--- config.mk ---
export PLATFORM = sky130hd
export DESIGN_NAME = ddram_arb
export DESIGN_NICKNAME = d
export VERILOG_FILES = /design/src/rtl/ddram_arb_pkg.sv /design/src/rtl/ddram_arb.sv
export SDC_FILE = /design/constraint.sdc
export NUM_CORES = 1
export LEC_CHECK = 0
export BUFFER_PORTS_ARGS = -buffer_cell sky130_fd_sc_hd__buf_4
export CAP_MARGIN = 20
export CORE_AREA = 2 2 112 114
export DETAILED_ROUTE_END_ITERATION = 8
export DIE_AREA = 0 0 114 116
export PLACE_DENSITY = 0.87
export SLEW_MARGIN = 10
export SYNTH_ARGS = -nofsm -noshare
export SYNTH_HDL_FRONTEND = slang
export SYNTH_SLANG_ARGS = --single-unit
--- constraint.sdc ---
create_clock -name clk -period 3 [get_ports clk]
set_input_delay 0.15 -clock clk [delete_from_list [all_inputs] [get_ports clk]]
set_output_delay 0.15 -clock clk [all_outputs]
set_load 0.01 [all_outputs]
--- src/rtl/ddram_arb_pkg.sv ---
// Shared types and widths for the two-port memory arbiter.
// Latency: n/a (declarations only).
// Backpressure: n/a (declarations only).
package ddram_arb_pkg;

    localparam int ADDR_W = 26;
    localparam int DATA_W = 32;
    localparam int BE_W   = 4;

    typedef enum logic [1:0] {
        IDLE,
        STROBE,
        WAIT,
        GAP
    } arb_state_t;

endpackage

--- src/rtl/ddram_arb.sv ---
// Two-port arbiter in front of a single memory stage with a busy handshake.
// Latency: request sampled in IDLE -> ack 4 cycles later at best; one access per 5 cycles.
// Backpressure: ports hold req until their ack; mem_busy stalls STROBE/WAIT and blocks new grants.
//
// Ports:
//   clk, reset          : clock and synchronous active-high reset
//   a_* / b_*           : requester ports (req level, we, be, word addr, din in; dout, ack out)
//   mem_addr, mem_din   : registered address/data towards memory, held for the whole access
//   mem_rd, mem_wr      : registered read strobe / write byte strobes, forced low in GAP
//   mem_dout, mem_busy  : read data and busy from the memory stage
module ddram_arb
    import ddram_arb_pkg::*;
#(
    parameter int FAIR = 1
) (
    input  logic              clk,
    input  logic              reset,
    input  logic              a_req,
    input  logic              a_we,
    input  logic [BE_W-1:0]   a_be,
    input  logic [ADDR_W-1:0] a_addr,
    input  logic [DATA_W-1:0] a_din,
    output logic [DATA_W-1:0] a_dout,
    output logic              a_ack,
    input  logic              b_req,
    input  logic              b_we,
    input  logic [BE_W-1:0]   b_be,
    input  logic [ADDR_W-1:0] b_addr,
    input  logic [DATA_W-1:0] b_din,
    output logic [DATA_W-1:0] b_dout,
    output logic              b_ack,
    output logic [ADDR_W-1:0] mem_addr,
    output logic [DATA_W-1:0] mem_din,
    output logic              mem_rd,
    output logic [BE_W-1:0]   mem_wr,
    input  logic [DATA_W-1:0] mem_dout,
    input  logic              mem_busy
);

    arb_state_t        state_q, state_d;
    logic              sel_b_q, sel_b_d;    // port owning the in-flight access
    logic              last_b_q, last_b_d;  // port granted most recently
    logic              we_q, we_d;
    logic [ADDR_W-1:0] addr_q, addr_d;
    logic [DATA_W-1:0] din_q, din_d;
    logic              rd_q, rd_d;
    logic [BE_W-1:0]   wr_q, wr_d;
    logic              a_ack_q, a_ack_d;
    logic              b_ack_q, b_ack_d;
    logic [DATA_W-1:0] a_dout_q, a_dout_d;
    logic [DATA_W-1:0] b_dout_q, b_dout_d;

    // Port-select mux for the grant decision made in IDLE.
    logic              pick_b;
    logic              g_we;
    logic [BE_W-1:0]   g_be;

    assign pick_b = (a_req && b_req) ? ((FAIR != 0) && !last_b_q) : b_req;
    assign g_we   = pick_b ? b_we : a_we;
    assign g_be   = pick_b ? b_be : a_be;

    always_comb begin
        state_d  = state_q;
        sel_b_d  = sel_b_q;
        last_b_d = last_b_q;
        we_d     = we_q;
        addr_d   = addr_q;
        din_d    = din_q;
        rd_d     = rd_q;
        wr_d     = wr_q;
        a_ack_d  = 1'b0;
        b_ack_d  = 1'b0;
        a_dout_d = a_dout_q;
        b_dout_d = b_dout_q;

        unique case (state_q)
            IDLE: begin
                // mem_busy also covers an access orphaned by a reset.
                if (!mem_busy && (a_req || b_req)) begin
                    sel_b_d  = pick_b;
                    last_b_d = pick_b;
                    we_d     = g_we;
                    addr_d   = pick_b ? b_addr : a_addr;
                    din_d    = pick_b ? b_din : a_din;
                    if (g_we && (g_be == '0)) begin
                        // Nothing to write: finish without touching memory.
                        state_d = GAP;
                        a_ack_d = !pick_b;
                        b_ack_d = pick_b;
                    end else begin
                        state_d = STROBE;
                        rd_d    = !g_we;
                        wr_d    = g_we ? g_be : '0;
                    end
                end
            end
            STROBE: begin
                if (mem_busy) begin
                    state_d = WAIT;
                end
            end
            WAIT: begin
                if (!mem_busy) begin
                    state_d = GAP;
                    rd_d    = 1'b0;
                    wr_d    = '0;
                    a_ack_d = !sel_b_q;
                    b_ack_d = sel_b_q;
                    if (!we_q) begin
                        if (sel_b_q) begin
                            b_dout_d = mem_dout;
                        end else begin
                            a_dout_d = mem_dout;
                        end
                    end
                end
            end
            GAP: begin
                // Strobes are low here, so the next access always shows a rising edge.
                state_d = IDLE;
            end
            default: begin
                state_d = IDLE;
            end
        endcase
    end

    always_ff @(posedge clk) begin
        if (reset) begin
            state_q  <= IDLE;
            sel_b_q  <= 1'b0;
            last_b_q <= 1'b0;
            we_q     <= 1'b0;
            addr_q   <= '0;
            din_q    <= '0;
            rd_q     <= 1'b0;
            wr_q     <= '0;
            a_ack_q  <= 1'b0;
            b_ack_q  <= 1'b0;
            a_dout_q <= '0;
            b_dout_q <= '0;
        end else begin
            state_q  <= state_d;
            sel_b_q  <= sel_b_d;
            last_b_q <= last_b_d;
            we_q     <= we_d;
            addr_q   <= addr_d;
            din_q    <= din_d;
            rd_q     <= rd_d;
            wr_q     <= wr_d;
            a_ack_q  <= a_ack_d;
            b_ack_q  <= b_ack_d;
            a_dout_q <= a_dout_d;
            b_dout_q <= b_dout_d;
        end
    end

    assign mem_addr = addr_q;
    assign mem_din  = din_q;
    assign mem_rd   = rd_q;
    assign mem_wr   = wr_q;
    assign a_ack    = a_ack_q;
    assign b_ack    = b_ack_q;
    assign a_dout   = a_dout_q;
    assign b_dout   = b_dout_q;

endmodule

## Word level (Yosys, flattened, before mapping)

Cells that the tools add are included.

| storage, ports and cells | value |
|---|---|
| register bits | 133 |
| latch bits | 0 |
| RAM bits | 0 |
| memory bits (read-only) | 0 |
| bits of input ports | 163 |
| output and inout port bits | 129 |
| logic and storage cells | 64 |
| memories kept | 0 |

| cells by class | value |
|---|---|
| add/sub/neg operators | 0 |
| multipliers | 0 |
| div/mod/pow operators | 0 |
| order comparisons | 0 |
| equality and inequality tests | 7 |
| shifts and indexed selects | 0 |
| mux-type cells | 27 |
| bitwise logic cells | 3 |
| reduce and logical (&&, ||, !) cells | 16 |

Operator list:

| cell | count |
|---|---|
| two-way mux 32 bit | 1 |
| two-way mux 26 bit | 1 |
| two-way mux 4 bit | 5 |
| AND reduction 4 bit | 3 |
| two-way mux 1 bit | 11 |
| two-way mux 2 bit | 4 |
| != test 2 bit, second input constant | 4 |
| one-hot mux 2 bit (4 select lines) | 1 |
| one-hot mux 4 bit (2 select lines) | 1 |
| one-hot mux 1 bit (2 select lines) | 3 |
| equality test 2 bit, second input constant | 2 |
| logical NOT 1 bit | 4 |
| logical NOT 4 bit | 1 |
| logical AND 1 bit | 3 |
| NOT 1 bit | 3 |
| AND reduction 3 bit | 1 |
| equality test 2 x 1 -> 1 bit, second input constant | 1 |
| logical NOT 2 bit | 1 |
| AND reduction 2 bit | 1 |
| nonzero test 2 bit | 1 |
| logical OR 1 bit | 1 |

## Logic depth before layout (Yosys ltp)

Gate-level depths: netlist (run 1).

| logic depth | value |
|---|---|
| depth in word-level cells | 8 |
| gate-level depth with buffers | 8 |
| depth with buffers taken out | 6 |

## Worst setup path before layout (run 1)

Ideal clock, no wire load.

| timing path | value |
|---|---|
| path kind | register to register |
| from | register state_q[0] |
| to | register addr_q[22], in the netlist mem_addr[22] |
| library setup time | 128 ps |
| arrival time | 1578 ps |
| data required time | 2872 ps |
| slack | 1294 ps |
| cell stages (with the launch flop) | 9 |
| buffers on the path | 2 |
| clock period less this slack | 1706 ps |
| cell sequence | dfxtp_1 > inv_1 > ha_1 > nand2b_1 > or2_1 > buf_6 > buf_6 > a222oi_1 > nor2_1 |

| between the ends | value |
|---|---|
| longest elaborated chain between the ends | 2 |

RTL lines:

| what | RTL line | text |
|---|---|---|
| from (decl) | ddram_arb.sv:40 | `arb_state_t state_q, state_d;` |
| from (signal assigned) | ddram_arb.sv:143 | `state_q <= state_d;` |
| logical NOT 2 bit | ddram_arb.sv:76 | `unique case (state_q)` |
| AND reduction 2 bit (no source line) | -- |  |
| to (signal assigned) | ddram_arb.sv:147 | `addr_q <= addr_d;` |
| to (decl) | ddram_arb.sv:44 | `logic [ADDR_W-1:0] addr_q, addr_d;` |

No other way between the ends.
A chain may end at the register's enable or synchronous reset.

## Worst setup path in the final report (run 1)

| timing path | value |
|---|---|
| from | register state_q[1] |
| to | register addr_q[18], in the netlist mem_addr[18] |

The elaborated chain is that of the path after synthesis.

==> summary.md, run 1 <==
| Metric | Value |
|---|---|
| Status | `finished, violations left` |
| Failing checks | `DRC` |
| First-pass GRT wire length | `around 35 mm` |
| Worst Setup End Kind | `flip-flop` |
| Startpoint Class | `flip-flop` |
| Internal | `approximately 4.5 mW` |
| CP Class | `reg -> reg` |
| VDD IR-drop max | `around 0.46 mV` |
| Worst-Margin Slew | `between 600 and 700 ps` |
| Reg2reg path depth | `8` |
| Port Buffers | `291` |
| Worst EP arrival | `3110 ps` |
| Slew Viols, Final | `0` |
| Syn nets | `between 700 and 800` |
| Final min period | `about 2800 ps` |
| FP Rows | `40` |
| DP Area | `between 0.007 and 0.008 mm²` |
| Drt pass-1 iters | `9` |
| NetSw | `between 1.5 and 2 mW` |
| Die Height | `roughly 120 µm` |
| DR WL/cell | `~21 µm` |
| Setup Fix Bufs, Post-CTS | `0` |
| Die width | `around 110 µm` |
| Critical Path RT | `roughly 3300 ps` |
| Core ar. | `~0.012 mm²` |
| Clock transition at path regs | `about 60 ps` |
| Final Hold Viols | `0` |
| Largest net degree at the start of global routing | `between 90 and 100` |
| CTS root buffer | `clkbuf_16` |
| Power per cell area | `just under 700 mW/mm²` |
| Final period util | `a little over nine tenths` |
| Gpl congestion | `~0.8` |
| RSZ-0062 raised after global routing | `no` |
| Hold/Removal Path Class | `in -> reg` |
| Netlist Area Pre-Place | `roughly 0.0050 mm²` |
| Initial core utilization | `41.57%` |
| GRT Total Usage | `~35%` |
| Sequential fraction of the synthesis area | `53.78%` |
| Overflow after GRT | `0` |
| #FFs+latches synth | `about 130` |
| Num ports | `roughly 290` |
| Maximum root-to-sink buffer count | `2` |
| Area grow syn2layout | `87.77%` |
| Die ar. | `around 0.013 mm²` |
| Synth unique cells | `34` |
| Worst-Skew Late Latency | `~410 ps` |
| Post-route design area | `a little over 0.009 mm²` |
| Sequential Power Share | `roughly a third` |
| Leakage | `approximately 4.0 nW` |
| Drt initial violations | `approximately 1000` |
| Cells after Synth | `555` |
| WHS Path Cells | `3` |
| Max Freq | `351.1 MHz` |
| Slew HR | `around 56%` |
| Clk_skew | `slightly above 7 ps` |
| Final setup fails | `0` |
| Final #Nets | `about 1100` |
| Avg Inst Size Synth | `8.921 µm²` |
| Final wirelength | `24.23 mm` |
| Hold_ws | `35.57 ps` |
| Vias | `6598` |
| Post-DP HPWL | `roughly 12 mm` |
| DR vias/cell | `~5.8` |
| Fraction of layout cells with a size suffix above 1 | `34.79%` |
| Initial antenna violation count | `0` |
| Synth warnings | `0` |
| Async S/R FF share, synth | `0%` |
| Number of remaining DRC errors | `10` |
| Primary FF master, synth | `dfxtp_1` |
| Fin cells | `about 1100` |
| Post-route ant nets | `0` |
| CTS tree | `built` |
| Switching share of power | `between 20 and 30%` |
| Number of global-route vias before repair | `6667` |
| Commonest non-fill, non-tap cell in the layout | `buf_4` |
| H-tree levels | `4` |
| Fin Setup TNS | `0 ps` |
| Clk sinks | `between 100 and 150` |
| Max cap viols | `0` |
| Clock power frac | `between 30% and 40%` |
| Largest area contributor in the netlist | `dfxtp_1` |
| TritonCTS buffer count | `17` |
| Comb power frac | `31.1%` |
| Share of the synthesized area in the top cell type | `between 50% and 60%` |
| Post-synth EDFFs | `0` |
| Most frequent cells in the layout | `buf_4 (298), dlygate4sd3_1 (142), nand2_1 (134)` |
| Synth top area cells | `dfxtp_1 (54%), a222oi_1 (12%), nand2_1 (10%)` |
| DP Cell Count | `around 960` |
| Crit path max fanout | `59` |
kinds of logic (layout without fill, tap and decap cells):
logic type	count (synthesis)	in the layout	synth area share (%)
mux	6	6	1.238
fa+ha+maj	3	3	0.7582
simple gates	227	227	18.85
buf+inv	49	477	4.928
flops	133	133	53.78
compound gates	137	137	20.44
other cells	0	2	0
flip-flops by register name, indices dropped and copies added (netlist names):
signal and cells:
b_ack 1, mem_addr 26, mem_din 32, b_dout 32, state_q 2, mem_rd 1
a_dout 32, a_ack 1, last_b_q 1, mem_wr 4, we_q 1
timing repair:
action,4_1_cts,5_1_grt
resized for setup,0,2
hold endpoints to repair,114,0
endpoints found under the setup margin,0,15
hold buffers,142,0
layout make-up:
class | count | area (µm²)
clock buffers | 24 | 511.7
repair buffers | 443 | 3717
well taps | 147 | 183.9
diodes | 2 | 5.005
clock inverters | 8 | 142.6
inverters | 2 | 7.507
flip-flops and latches | 133 | 2663
fillers | 678 | 2615
multi-input cells | 373 | 2066
worst max-delay path: stages (launching register included):
cell           delay, ps
dfxtp_1              340
inv_1                 90
ha_1                 260
nand2b_2             150
or2_2                370
buf_6                260
a222oi_1             460
dlygate4sd3_1        660
nor2_1                90
layer usage:
layer	vias up	global-route usage [%]	routed length, µm
met5	-	0	0
met2	603	61.98	11970
li1	2825	-	-
met4	0	26.42	1760
met3	157	10.09	2596
met1	3013	36.11	7899
power groups by stage:
stage	combinational (mW)	sequential [mW]	clock (mW)
final	1.98	2.12	2.28
after global routing	2.06	2.13	2.37
after CTS	1.79	2.08	2.29
after detailed placement	1.37	2.12	0
after global placement	1.34	2.11	0
after floorplan	0.700	2.19	0
per-stage QoR:
stage | total power, mW | util, % | setup slack, ps
global route | 6.568 | 78.00 | 51.35
floorplan | 2.886 | - | 1294
detailed placement | 3.482 | 60.53 | 821.6
finish | 6.388 | 78.05 | 151.6
global placement | 3.453 | 60.29 | 909.3
CTS | 6.160 | 77.95 | 292.7
worst paths after layout:
check	to	start	slack [ps]
hold / removal	mem_addr[21]	a_addr[21]	40
setup reg to reg	mem_addr[18]	state_q[1]	150
hold reg to reg	b_dout[3]	b_dout[3]	450
setup / recovery	mem_addr[18]	state_q[1]	150
synthesized netlist by cell type, drive strengths merged (2+ instances only):
cell	count
nor3	4
dfxtp	133
nand2	134
nand2b	2
a222oi	58
nand3	3
clkbuf	34
a21oi	67
and3	8
or2	3
mux2i	5
nand3b	2
nor4	2
o21ai	4
buf	13
inv	2
nor2	67
ha	3
Note: power is estimated with default switching activity, not from simulation.
==> run 2, diff against run 1 <==
--- a/config.mk
+++ b/config.mk
@@ -7,11 +7,10 @@
 export LEC_CHECK = 0
 export BUFFER_PORTS_ARGS = -buffer_cell sky130_fd_sc_hd__buf_4
 export CAP_MARGIN = 20
-export CORE_AREA = 2 2 112 114
+export CORE_AREA = 2 2 115 117
 export DETAILED_ROUTE_END_ITERATION = 8
-export DIE_AREA = 0 0 114 116
-export PLACE_DENSITY = 0.87
-export SLEW_MARGIN = 10
+export DIE_AREA = 0 0 117 119
+export PLACE_DENSITY = 0.83
 export SYNTH_ARGS = -nofsm -noshare
 export SYNTH_HDL_FRONTEND = slang
 export SYNTH_SLANG_ARGS = --single-unit
==> run 2 against run 1 <==
Against the previous run: the flow now finishes without violations; design area is 1.1% lower; maximum frequency increased by 1.4%; non-clock buffer count down 5; critical path depth unchanged; sequential share of layout area is 0.33 points higher; core utilization fell by 6.7 points; critical path type unchanged; hold slack got worse by 17 ps; cell count is 1.9% higher; highest routed layer unchanged; first-iteration DRC count down 21%; via count decreased by 5.9%.
==> summary.md, run 2 (synthesis gave the netlist of run 1 again) <==
| Metric | Value |
|---|---|
| Status | `finished, final reports clean` |
| FP Rows | `42 (+5.0%)` |
| Post-route ant nets | `0 (unchanged)` |
| Post-DP HPWL | `11.76 mm (-2.8%)` |
| Initial antenna violation count | `0 (unchanged)` |
| Commonest non-fill, non-tap cell in the layout | `buf_4` |
| CP Class | `reg -> reg` |
| Number of global-route vias before repair | `6294 (-5.6%)` |
| RSZ-0062 raised after global routing | `no` |
| GRT Total Usage | `29.46% (-6.0 points)` |
| Startpoint Class | `flip-flop` |
| Worst-Margin Slew | `712.5 ps (+59.09 ps)` |
| CTS tree | `built` |
| DR WL/cell | `18.16 µm (-15%)` |
| H-tree levels | `4 (unchanged)` |
| Fraction of layout cells with a size suffix above 1 | `34.46% (-0.33 points)` |
| Worst Setup End Kind | `flip-flop` |
| Crit path max fanout | `58 (-1.7%)` |
| Vias | `6212 (-5.9%)` |
| Final #Nets | `1131 (-0.44%)` |
| Drt initial violations | `793 (-21%)` |
| Die ar. | `0.01392 mm² (+5.3%)` |
| Clock power frac | `32.9% (-2.9 points)` |
| Power per cell area | `646.5 mW/mm² (-5.9%)` |
| Switching share of power | `29.65% (+0.36 points)` |
| DR vias/cell | `5.383 (-7.6%)` |
| Final setup fails | `0 (unchanged)` |
| First-pass GRT wire length | `31.80 mm (-10%)` |
| Final min period | `2810 ps (-38.33 ps)` |
| Max Freq | `355.9 MHz (+1.4%)` |
| Num ports | `292 (unchanged)` |
| CTS root buffer | `clkbuf_16` |
| Internal | `4.179 mW (-7.5%)` |
| Maximum root-to-sink buffer count | `2 (unchanged)` |
| Clk_skew | `7.958 ps (+0.7989 ps)` |
| Clk sinks | `133 (unchanged)` |
| Largest net degree at the start of global routing | `68 (-31%)` |
| Final wirelength | `20.96 mm (-13%)` |
| Total power | `5.941 mW (-7.0%)` |
| Hold/Removal Path Class | `in -> reg` |
| Number of diodes | `0 (-2)` |
| Initial core utilization | `38.45% (-3.1 points)` |
| NetSw | `1.762 mW (-5.9%)` |
| Comb power frac | `31.7% (+0.6 points)` |
| Hold_ws | `18.12 ps (-17.45 ps)` |
| Slew HR | `52.50% (-3.9 points)` |
| Leakage | `3.967 nW (-1.4%)` |
| Sequential Power Share | `35.4% (+2.2 points)` |
| Overflow after GRT | `0 (unchanged)` |
| Port Buffers | `291 (unchanged)` |
| Core ar. | `0.01287 mm² (+8.1%)` |
| VDD IR-drop max | `0.3543 mV (-23%)` |
| Critical Path RT | `3270 ps (about the same)` |
| Fin Setup TNS | `0 ps (unchanged)` |
| Max cap viols | `0 (unchanged)` |
| TritonCTS buffer count | `17 (unchanged)` |
| Worst EP arrival | `3080 ps (-30 ps)` |
| Dpl ws | `877.5 ps (+55.91 ps)` |
| Clock transition at path regs | `60 ps (about the same)` |
| Drt pass-1 iters | `9 (unchanged)` |
| Final Hold Viols | `0 (unchanged)` |
| Die width | `117 µm (+2.6%)` |
| PnR worst setup slack | `189.9 ps (+38.33 ps)` |
| Die Height | `119 µm (+2.6%)` |
| Gpl congestion | `0.8133 (-0.85%)` |
| Area grow syn2layout | `85.62%` |
| Number of remaining DRC errors | `0 (-10)` |
| Worst-Skew Late Latency | `420 ps (about the same)` |
| Final period util | `93.67% (-1.3 points)` |
| Slew Viols, Final | `0 (unchanged)` |
| Most frequent cells in the layout | `buf_4 (296), dlygate4sd3_1 (139), nand2_1 (134)` |
==> run 2: cell types whose count changed in the layout (fill, tap and decap cells not counted), sizes merged <==
cell / change
buf: -2
diode: -2
clkinv: +5
dlygate4sd3: -3
bufinv: -3
clkinvlp: -1
clkbuf: -1
==> run 2: critical path, cell delays in order, from the launching register on <==
cell and delay, ps:
dfxtp_1 330, inv_1 80, ha_1 260, nand2b_1 190, or2_2 420, buf_12 220, a222oi_1 440, dlygate4sd3_1 630
nor2_1 50
==> run 2: timing repair <==
item,in CTS,in global routing
setup buffers,0,0
gates resized for setup,0,0
hold buffers,139,0
hold endpoints to repair,112,0
==> run 2: stage by stage <==
| stage | util, % | std cells | cell area [µm²] |
|---|---|---|---|
| after floorplan | - | 555 | 4951 |
| after global placement | 56.04 | 982 | 7216 |
| after detailed placement | 56.04 | 982 | 7216 |
| after CTS | 71.17 | 1153 | 9163 |
| after global routing | 71.38 | 1154 | 9190 |
| final | 71.38 | 1154 | 9190 |
==> run 2: layer usage <==
metal	GRT usage (%)	vias up	routed length, µm
li1	-	2814	-
met1	32.34	2889	7333
met2	49.13	424	10290
met3	7.481	85	2041
met4	20.07	0	1291
met5	0	-	0
==> run 2: final timing paths <==
| path | from | endpoint | slack (ps) | depth (start not counted) |
|---|---|---|---|---|
| max | state_q[1] | mem_addr[6] | 190 | 8 |
| min | a_din[10] | mem_din[10] | 20 | 3 |
| max reg2reg | state_q[1] | mem_addr[6] | 190 | 8 |
| min reg2reg | a_dout[11] | a_dout[11] | 450 | 2 |
==> run 2: cell type report <==
type	count	area, µm²
fillers	844	3685
inverters	2	7.507
clock inverters	9	77.57
repair buffers	438	3681
well taps	176	220.2
flip-flops and latches	133	2663
clock buffers	23	478.0
multi-input cells	373	2063
==> run 2: power groups by stage <==
stage | clock network [mW] | registers (mW) | logic, mW
final | 1.96 | 2.10 | 1.88
after global routing | 2.06 | 2.12 | 1.99
after floorplan | 0 | 2.19 | 0.700
after global placement | 0 | 2.11 | 1.35
after detailed placement | 0 | 2.12 | 1.37
after CTS | 1.99 | 2.08 | 1.78
